$ cat src/rtl/cart2cyl_cordic_pkg.sv
// Shared types and constants for the CORDIC Cartesian-to-cylindrical converter.
package cart2cyl_pkg;

    // Controller states; the datapath action is keyed off the current state.
    typedef enum logic [2:0] {
        IDLE,
        FOLD,
        ITER,
        SCALE,
        DONE
    } state_t;

    // 1/K for the CORDIC vectoring gain K ~= 1.646760, as Q16 (0.607253).
    localparam int unsigned CORDIC_GAIN_INV_Q16 = 39797;

    // atan(2^-i) as a fraction of a full turn, scaled by 2^16 and rounded.
    localparam logic [15:0] ATAN_Q16 [0:15] = '{
        16'd8192, 16'd4836, 16'd2555, 16'd1297,
        16'd651,  16'd326,  16'd163,  16'd81,
        16'd41,   16'd20,   16'd10,   16'd5,
        16'd3,    16'd1,    16'd1,    16'd0
    };

endpackage

$ cat src/rtl/cart2cyl_cordic_atan_rom.sv
// Arctangent lookup: iteration index -> atan(2^-idx) in (ANGLE_W+4)-bit binary-angle units.
module cordic_atan_rom
    import cart2cyl_pkg::*;
#(
    parameter int ANGLE_W = 8
) (
    input  logic [3:0]         idx,
    output logic [ANGLE_W+3:0] atan
);

    localparam int AW = ANGLE_W + 4;

    logic [15:0] q16;

    assign q16 = ATAN_Q16[idx];

    // The Q16 table is a full turn in 2^16 units; move it to 2^AW units.
    // Narrower angles round to nearest so the per-entry error stays below half an LSB.
    generate
        if (AW >= 16) begin : g_up
            assign atan = AW'(q16) << (AW - 16);
        end else begin : g_down
            logic [16:0] sum;
            assign sum  = {1'b0, q16} + (17'd1 << (15 - AW));
            assign atan = AW'(sum >> (16 - AW));
        end
    endgenerate

endmodule

$ cat src/rtl/cart2cyl_cordic.sv
// Iterative CORDIC (vectoring mode) converting (x,y,z) to (r,theta,z), one micro-rotation
// per clock, with valid/ready handshakes on both sides.
//
// Handshake: a transfer happens on a rising edge where valid and ready are both high.
// in_ready is high in IDLE, and in DONE while out_ready is high, so an output accept and
// the next input accept can share a cycle. out_valid is high exactly in DONE, and r/theta/
// z_out hold still until the output transfer.
module cart2cyl_cordic
    import cart2cyl_pkg::*;
#(
    parameter int WIDTH   = 8,
    parameter int ANGLE_W = 8,
    parameter int ITERS   = 8
) (
    input  logic               clk,
    input  logic               rst_n,
    input  logic               in_valid,
    output logic               in_ready,
    input  logic [WIDTH-1:0]   x,
    input  logic [WIDTH-1:0]   y,
    input  logic [WIDTH-1:0]   z,
    output logic               out_valid,
    input  logic               out_ready,
    output logic [WIDTH-1:0]   r,
    output logic [ANGLE_W-1:0] theta,
    output logic [WIDTH-1:0]   z_out
);

    // Integer part is WIDTH+2 bits (room for -(-2^(WIDTH-1)) and the ~1.65 CORDIC gain).
    // Fractional bits below it keep the truncating shifts from biasing r and theta.
    localparam int FRAC_W = ANGLE_W + 4;
    localparam int DW     = WIDTH + 2 + FRAC_W;
    localparam int AW     = ANGLE_W + 4;
    localparam int PW     = DW + 17;
    localparam int RW     = WIDTH + 3;
    localparam logic [3:0] LAST = 4'(ITERS - 1);

    state_t state, state_nxt;

    logic [3:0]           cnt;
    logic signed [DW-1:0] xr, yr;
    logic [AW-1:0]        ang;
    logic                 zero_vec;
    logic [WIDTH-1:0]     z_cap;
    logic                 in_xfer;

    logic                 d;
    logic signed [DW-1:0] x_sh, y_sh, x_nxt, y_nxt;
    logic [AW-1:0]        atan_i, ang_nxt;

    logic [PW-1:0]        prod;
    logic [RW-1:0]        r_full;
    logic [WIDTH-1:0]     r_sat;
    logic [ANGLE_W-1:0]   theta_rnd;

    assign in_xfer = in_valid & in_ready;

    cordic_atan_rom #(
        .ANGLE_W (ANGLE_W)
    ) u_atan_rom (
        .idx  (cnt),
        .atan (atan_i)
    );

    // State register.
    always_ff @(posedge clk or negedge rst_n) begin
        if (!rst_n) begin
            state <= IDLE;
        end else begin
            state <= state_nxt;
        end
    end

    // Next-state logic and handshake outputs.
    always_comb begin
        state_nxt = state;
        in_ready  = 1'b0;
        out_valid = 1'b0;
        case (state)
            IDLE: begin
                in_ready = 1'b1;
                if (in_valid) state_nxt = FOLD;
            end
            FOLD:  state_nxt = ITER;
            ITER:  if (cnt == LAST) state_nxt = SCALE;
            SCALE: state_nxt = DONE;
            DONE: begin
                out_valid = 1'b1;
                in_ready  = out_ready;
                if (out_ready) state_nxt = in_valid ? FOLD : IDLE;
            end
            default: state_nxt = IDLE;
        endcase
    end

    // One micro-rotation: rotate toward the +x axis, both updates from pre-iteration values.
    always_comb begin
        d    = ~yr[DW-1];
        x_sh = xr >>> cnt;
        y_sh = yr >>> cnt;
        if (d) begin
            x_nxt   = xr + y_sh;
            y_nxt   = yr - x_sh;
            ang_nxt = ang + atan_i;
        end else begin
            x_nxt   = xr - y_sh;
            y_nxt   = yr + x_sh;
            ang_nxt = ang - atan_i;
        end
    end

    // Gain compensation with round-to-nearest, saturation, and guard-bit rounding of the angle.
    // After the fold x is non-negative and only grows, so it is treated as unsigned here.
    always_comb begin
        prod      = PW'($unsigned(xr)) * PW'(CORDIC_GAIN_INV_Q16) + (PW'(1) << (15 + FRAC_W));
        r_full    = RW'(prod >> (16 + FRAC_W));
        r_sat     = (r_full > RW'({WIDTH{1'b1}})) ? {WIDTH{1'b1}} : r_full[WIDTH-1:0];
        theta_rnd = ANGLE_W'((ang + AW'(8)) >> 4);
    end

    // Datapath: capture on input transfer, then fold, iterate and scale as the FSM advances.
    always_ff @(posedge clk or negedge rst_n) begin
        if (!rst_n) begin
            xr       <= '0;
            yr       <= '0;
            ang      <= '0;
            cnt      <= '0;
            zero_vec <= 1'b0;
            z_cap    <= '0;
            r        <= '0;
            theta    <= '0;
            z_out    <= '0;
        end else begin
            if (in_xfer) begin
                xr    <= {{2{x[WIDTH-1]}}, x, {FRAC_W{1'b0}}};
                yr    <= {{2{y[WIDTH-1]}}, y, {FRAC_W{1'b0}}};
                z_cap <= z;
            end
            case (state)
                FOLD: begin
                    cnt      <= '0;
                    zero_vec <= (xr == '0) && (yr == '0);
                    if (xr[DW-1]) begin
                        xr  <= -xr;
                        yr  <= -yr;
                        ang <= {1'b1, {(AW-1){1'b0}}};
                    end else begin
                        ang <= '0;
                    end
                end
                ITER: begin
                    xr  <= x_nxt;
                    yr  <= y_nxt;
                    ang <= ang_nxt;
                    cnt <= cnt + 4'd1;
                end
                SCALE: begin
                    r     <= zero_vec ? '0 : r_sat;
                    theta <= zero_vec ? '0 : theta_rnd;
                    z_out <= z_cap;
                end
                default: ;
            endcase
        end
    end

endmodule

$ cat config.mk
export PLATFORM = sky130hd
export DESIGN_NAME = cart2cyl_cordic
export DESIGN_NICKNAME = d
export VERILOG_FILES = /design/src/rtl/cart2cyl_cordic_pkg.sv /design/src/rtl/cart2cyl_cordic_atan_rom.sv /design/src/rtl/cart2cyl_cordic.sv
export SDC_FILE = /design/constraint.sdc
export NUM_CORES = 1
export LEC_CHECK = 0
export BUFFER_PORTS_ARGS = -buffer_cell sky130_fd_sc_hd__buf_2
export CAP_MARGIN = 10
export CORE_ASPECT_RATIO = 0.75
export CORE_MARGIN = 1
export CORE_UTILIZATION = 57
export DETAILED_ROUTE_END_ITERATION = 8
export HOLD_SLACK_MARGIN = 0.1
export PLACE_DENSITY = 0.74
export SKIP_LAST_GASP = 1
export SLEW_MARGIN = 20
export SYNTH_ARGS = -nofsm -noshare
export SYNTH_HDL_FRONTEND = slang
export SYNTH_HIERARCHICAL = 1
export SYNTH_SLANG_ARGS = --single-unit
$ cat constraint.sdc
create_clock -name clk -period 19.45 [get_ports clk]
set_input_delay 3.89 -clock clk [delete_from_list [all_inputs] [get_ports clk]]
set_output_delay 3.89 -clock clk [all_outputs]
set_load 0.01 [all_outputs]
==> summary.md, run 1 <==
| Metric | Value |
|---|---|
| CP Data Arrival Time | `4.50 ns` |
| Routability cong. | `0.912` |
| CP max FO | `3` |
| CTS tree | `yes` |
| Worst-path cell chain | `buf_2 > nand2b_1 > nor3b_1 > buf_2` |
| Num CTS Buffers | `9` |
| Area leader, netlist | `fa_1` |
| DRC viols | `0` |
| Core ar. | `29300 µm²` |
| Final instance area | `between 15000 and 20000 µm²` |
| Hold WC Path Type | `reg2reg` |
| Final net count | `roughly 2400` |
| Max-cap violations | `0` |
| Clk_skew | `between 0.01 and 0.015 ns` |
| Hold_sp | `z_out[0]` |
| Syn Area/Cell | `8.81 µm²` |
| CP bufs+invs | `2` |
| Top-Level Pins | `54` |
| Reg2Reg Depth | `22` |
| First-pass GRT wire length | `76700 µm` |
| Initial antenna violation count | `0` |
| Register area share after synthesis | `14.0%` |
| Yosys warning total | `6` |
| Post-synth cell types | `83` |
| Cts hold-fix bufs | `0` |
| GRT Util Overall | `31.2%` |
| Starting density of the core | `58.5%` |
| Post-cts resize count | `0` |
| Setup TNS | `0 ns` |
| Clk root buf | `clkbuf_16` |
| Die width | `202 µm` |
| Status | `finished clean` |
| # rows | `54` |
| Share of post-route cells with drive strength above 1 | `8.94%` |
| Netlist Area Pre-Place | `17200 µm²` |
| Port Buffers | `between 50 and 60` |
| Worst-Margin Slew | `0.998 ns` |
| Vias | `approximately 15000` |
| Post-synthesis net count | `around 2400` |
| Yosys top cell area share | `18.0%` |
| Clock sink total | `96` |
| Crit Reg-Reg Endpoint | `r[6]` |
| Max Clk Rate | `between 0.1 and 0.15 GHz` |
| Die area | `30800 µm²` |
| Commonest cells after routing, fill and taps aside | `inv_1 (250), ha_1 (233), nand2_1 (198)` |
| CP required | `around 16 ns` |
| Overflow after GRT | `0` |
| CP top delay family | `simple AND/OR/NAND/NOR gates` |
| Final hold vios | `0` |
| Post-DP HPWL | `35400 µm` |
| Post-route insts no fill | `2349` |
| Number of synthesized flops with an enable pin | `0` |
| Post-CTS Setup Bufs | `0` |
| Fin. max-slew vios | `0` |
| CP dominant cell by count | `buf_2` |
| Period utilisation layout | `43.1%` |
| Antenna Nets Post-Route | `0` |
| H-tree Lvls | `3` |
| Commonest non-fill, non-tap cell in the layout | `inv_1` |
| Cells after DPL | `2333` |
| Vias in the first global route | `between 10000 and 15000` |
| Relative slew slack | `about 33%` |
| CP startpoint kind | `primary input` |
| Asr flop ratio synth | `between 90% and 100%` |
| DP Area | `17700 µm²` |
| Crit path largest cell delay | `roughly 0.22 ns` |
| Pre-Repair DR Iteration Count | `6` |
| Worst-path clk slew | `0.07 ns` |
| R2r setup slk | `11.67 ns` |
| End of the worst hold path | `z_out[0]` |
| Crit end category | `output port` |
| Final WL | `roughly 46000 µm` |
| Worst Hold Depth | `2` |
| Min Tclk post-route | `8.39 ns` |
| Area Overhead vs Synth | `5.11%` |
| Antenna cells | `0` |
| Worst R2R Start | `xr[18]` |
| Worst Path Class, Setup | `in2out` |
| Vert. Die Dim | `152 µm` |
| RSZ-0062 raised after global routing | `no` |
| Setup-failing EPs final | `0` |
| Synth Instances | `~2000` |
| Worst skew pair latency | `0.38 ns` |
| Iteration-0 DRC Markers | `1508` |
| Routed wire length per instance | `between 15 and 20 µm` |
| Largest net degree at the start of global routing | `62` |
| Clock Path Buffers | `2` |
| Vias per cell | `6.24` |
| Top post-synthesis cells by area | `fa_1 (18%), ha_1 (17%), dfrtp_1 (14%)` |
| CP max-delay cell | `nor3b_1` |
| Synth Register Bits | `96` |
| Most used DFF post-synth | `dfrtp_1` |
[worst register-to-register path, delay by kind of cell, from the launching register on]
family          cells  cell delay, ns
compound gates      8            2.65
fa+ha+maj           7            3.39
buf+inv             6            0.66
flops               1            0.92
simple gates        1            0.05
[registers in the layout (all words and copies together), names as in the netlist]
| name | flops |
|---|---|
| xr | 22 |
| zero_vec | 1 |
| yr | 22 |
| z_out | 8 |
| r | 8 |
| cnt | 4 |
| ang | 12 |
| theta | 8 |
| z_cap | 8 |
| state | 3 |
[stage by stage]
step           utilization, %  setup slack [ns]  hold WS (ns)
2_1_floorplan               -             11.23         0.439
6_report                 61.5             11.06         0.478
4_1_cts                  61.5             11.06         0.477
3_5_place_dp             60.5             11.07         0.458
3_3_place_gp             60.5             11.10         0.445
5_1_grt                  61.5             11.00         0.500
[kinds of logic (layout without fill, tap and decap cells)]
family                     count (synthesis)  in the layout  synth area share, %
buffers and inverters                    333            343                 7.62
adders and majority gates                387            387                 35.0
DFF                                       96             96                 14.0
AOI/OAI and AO/OA                        417            417                 15.3
muxes                                     95             95                 8.45
other                                      1              1               0.0219
and+or+nand+nor                          510            510                 14.1
xor gates and xnor gates                 108            108                 5.51
[how the worst max path moves through the flow]
stage | from | endpoint | slack (ns) | depth (start not counted)
after floorplan | out_ready | in_ready | 11.23 | 2
after global placement | out_ready | in_ready | 11.10 | 4
after detailed placement | out_ready | in_ready | 11.07 | 4
after CTS | out_ready | in_ready | 11.06 | 4
after global routing | out_ready | in_ready | 11.00 | 4
final | out_ready | in_ready | 11.06 | 4
[synthesized netlist by cell type (all sizes together), types with 7 or more instances]
library cell	count
a21o	21
xnor2	62
nor2	108
o22ai	13
o221ai	9
nand2b	23
xor2	46
buf	26
fa	154
ha	233
o211ai	13
mux2i	42
o21ai	115
nand4	9
dfrtp	96
clkbuf	54
mux2	15
a21oi	121
o21a	7
a31oi	24
or3	11
o31ai	14
and3	20
inv	251
and2	11
a211o	7
a211oi	20
nand3	36
nor3	37
nor2b	20
mux4	38
a221oi	10
nand2	198
[cell type report]
class	count	area (µm²)
well taps	392	490
flip-flops and latches	96	2410
repair buffers	74	425
clock inverters	7	73.8
multi-input cells	1518	13500
clock buffers	9	225
inverters	253	950
fillers	2535	11300
[layer usage]
metal | vias up | wire length, µm | GRT usage, %
li1 | 6745 | - | -
met1 | 7131 | 20500 | 44.7
met2 | 687 | 20300 | 47.1
met3 | 87 | 4520 | 7.08
met4 | 0 | 1100 | 9.31
met5 | - | 0 | 0
Power of run 1 is left out: the tool's default activity adds up to more than one toggle a clock period on the data nets, which glitch-free logic cannot reach.
==> run 2: changes to the inputs <==
==> constraint.sdc (replaced) <==
create_clock -name clk -period 8.3 [get_ports clk]
set_input_delay 1.66 -clock clk [delete_from_list [all_inputs] [get_ports clk]]
set_output_delay 1.66 -clock clk [all_outputs]
set_load 0.01 [all_outputs]
==> run 2 against run 1 <==
  * Cell count rose by 0.21%
  * Clock skew rose by 0.0017 ns
  * Utilization is 0.21 points higher
  * Clock-buffer cell count unchanged
  * Flip-flop and latch count is the same
  * Register-to-register slack lost 11 ns
  * Final area increased by 0.34%
  * Worst setup slack got worse by 10 ns
  * Via count fell by 0.22%
  * Non-clock buffer count up 5
  * Die area unchanged
  * Critical path type is now reg2reg
  * Critical endpoint is now r[6]
  * Highest routed layer is now met5
==> summary.md, run 2 (synthesis results as in run 1) <==
| Metric | Value |
|---|---|
| Final hold vios | `0 (unchanged)` |
| CP required | `8.58 ns (-6.98 ns)` |
| Antenna Nets Post-Route | `0 (unchanged)` |
| Commonest non-fill, non-tap cell in the layout | `inv_1` |
| Die width | `202 µm (unchanged)` |
| Max-cap violations | `0 (unchanged)` |
| Final WL | `47000 µm (+1.3%)` |
| Setup WS pre-CTS | `1.10 ns (-9.97 ns)` |
| Hold WC Path Type | `reg2reg` |
| Crit end category | `flop` |
| Vias in the first global route | `14400 (-2.4%)` |
| Share of post-route cells with drive strength above 1 | `9.17% (+0.23 points)` |
| Period utilisation layout | `87.8%` |
| Post-cts resize count | `0 (unchanged)` |
| Vias per cell | `6.21 (-0.43%)` |
| RSZ-0062 raised after global routing | `no` |
| CP startpoint kind | `flop` |
| Num CTS Buffers | `9 (unchanged)` |
| Overflow after GRT | `0 (unchanged)` |
| Routability cong. | `0.992 (+8.7%)` |
| Worst Path Class, Setup | `reg2reg` |
| Clk_skew | `0.0144 ns (+0.00170 ns)` |
| Vias | `14600 (-0.22%)` |
| Initial antenna violation count | `1 (+1)` |
| Setup-failing EPs final | `0 (unchanged)` |
| Setup TNS | `0 ns (unchanged)` |
| Commonest cells after routing, fill and taps aside | `inv_1 (250), ha_1 (233), nand2_1 (198)` |
| Status | `finished clean` |
| CTS tree | `yes` |
| Antenna cells | `0 (unchanged)` |
| Clock Path Buffers | `2 (unchanged)` |
| Top-Level Pins | `54 (unchanged)` |
| Worst path setup slack after routing | `1.01 ns (-10.05 ns)` |
| Largest net degree at the start of global routing | `59 (-4.8%)` |
| Final net count | `2372 (+0.21%)` |
| Min Tclk post-route | `7.29 ns` |
| Vert. Die Dim | `152 µm (unchanged)` |
| Biggest regs | `xr (22), yr (22), ang (12)` |
| CP max FO | `14 (+11)` |
| Worst-path clk slew | `0.08 ns (about the same)` |
| Clk root buf | `clkbuf_16` |
| Core ar. | `29300 µm² (unchanged)` |
| CP Data Arrival Time | `7.57 ns (+3.07 ns)` |
| DRC viols | `0 (unchanged)` |
| Starting density of the core | `58.5% (unchanged)` |
| Iteration-0 DRC Markers | `1833 (+22%)` |
| Area Overhead vs Synth | `5.46%` |
| H-tree Lvls | `3 (unchanged)` |
| Max Clk Rate | `0.137 GHz` |
| Port Buffers | `53 (unchanged)` |
| Routed wire length per instance | `20.0 µm (+1.1%)` |
| Pre-Repair DR Iteration Count | `6 (unchanged)` |
| Post-DP HPWL | `36300 µm (+2.7%)` |
| Worst-Margin Slew | `0.947 ns (-0.0505 ns)` |
| Cts hold-fix bufs | `0 (unchanged)` |
| GRT Util Overall | `31.5% (+0.32 points)` |
| Worst skew pair latency | `0.39 ns (about the same)` |
| Fin. max-slew vios | `0 (unchanged)` |
| Clock sink total | `96 (unchanged)` |
| # rows | `54 (unchanged)` |
| First-pass GRT wire length | `76600 µm (-0.13%)` |
| Post-CTS Setup Bufs | `0 (unchanged)` |
| Die area | `30800 µm² (unchanged)` |
| Relative slew slack | `36.6% (+3.8 points)` |
run 2: cell type report:
class,instances,area (µm²)
multi-input combinational,1518,13500
fill,2515,11200
tap,392,490
clock buffer,9,225
timing repair buffer,79,463
inverter,253,950
sequential,96,2410
clock inverter,7,97.6
run 2: critical path, cell delays in order, from the launching register on:
cell,delay (ns)
dfrtp_1,0.78
inv_1,0.34
fa_1,0.57
fa_1,0.51
inv_1,0.06
fa_1,0.49
inv_1,0.05
fa_1,0.48
inv_1,0.06
fa_1,0.53
inv_1,0.06
fa_1,0.52
inv_1,0.04
ha_1,0.30
a21oi_1,0.16
nor2_1,0.05
o311ai_0,0.37
o211ai_1,0.30
a211oi_1,0.44
a21oi_1,0.21
a41oi_1,0.54
a211oi_1,0.15
a21o_1,0.18
run 2: final timing paths:
path	from	endpoint	slack, ns	cells past startpoint
worst max-delay path	xr[16]	r[6]	1.01	22
worst min-delay path	z_cap[5]	z_out[5]	0.47	2
worst max register to register	xr[16]	r[6]	1.01	22
worst min register to register	z_cap[5]	z_out[5]	0.47	2
max in group asynchronous	rst_n	cnt[1]	5.75	2
min in group asynchronous	rst_n	z_cap[7]	1.24	1
run 2: metal layers:
layer  vias to the layer above  global-route usage, %  routed length (µm)  part of all wire (%)
li1                       6751                      -                   -                     -
met1                      7109                   44.7               20500                    44
met2                       673                   47.2               20600                    44
met3                        83                   8.73                5050                    11
met4                         2                   8.52                 912                   1.9
met5                         -                      0                  12                 0.026
run 2: through the flow:
| stage | hold slack [ns] | cells | cell area [µm²] | util (%) |
|---|---|---|---|---|
| after floorplan | 0.439 | 1947 | 17200 | - |
| after global placement | 0.443 | 2338 | 17800 | 60.6 |
| after detailed placement | 0.451 | 2338 | 17800 | 60.6 |
| after CTS | 0.470 | 2354 | 18100 | 61.7 |
| after global routing | 0.484 | 2354 | 18100 | 61.7 |
| final | 0.472 | 2354 | 18100 | 61.7 |
Power of run 2 is left out for the same reason.
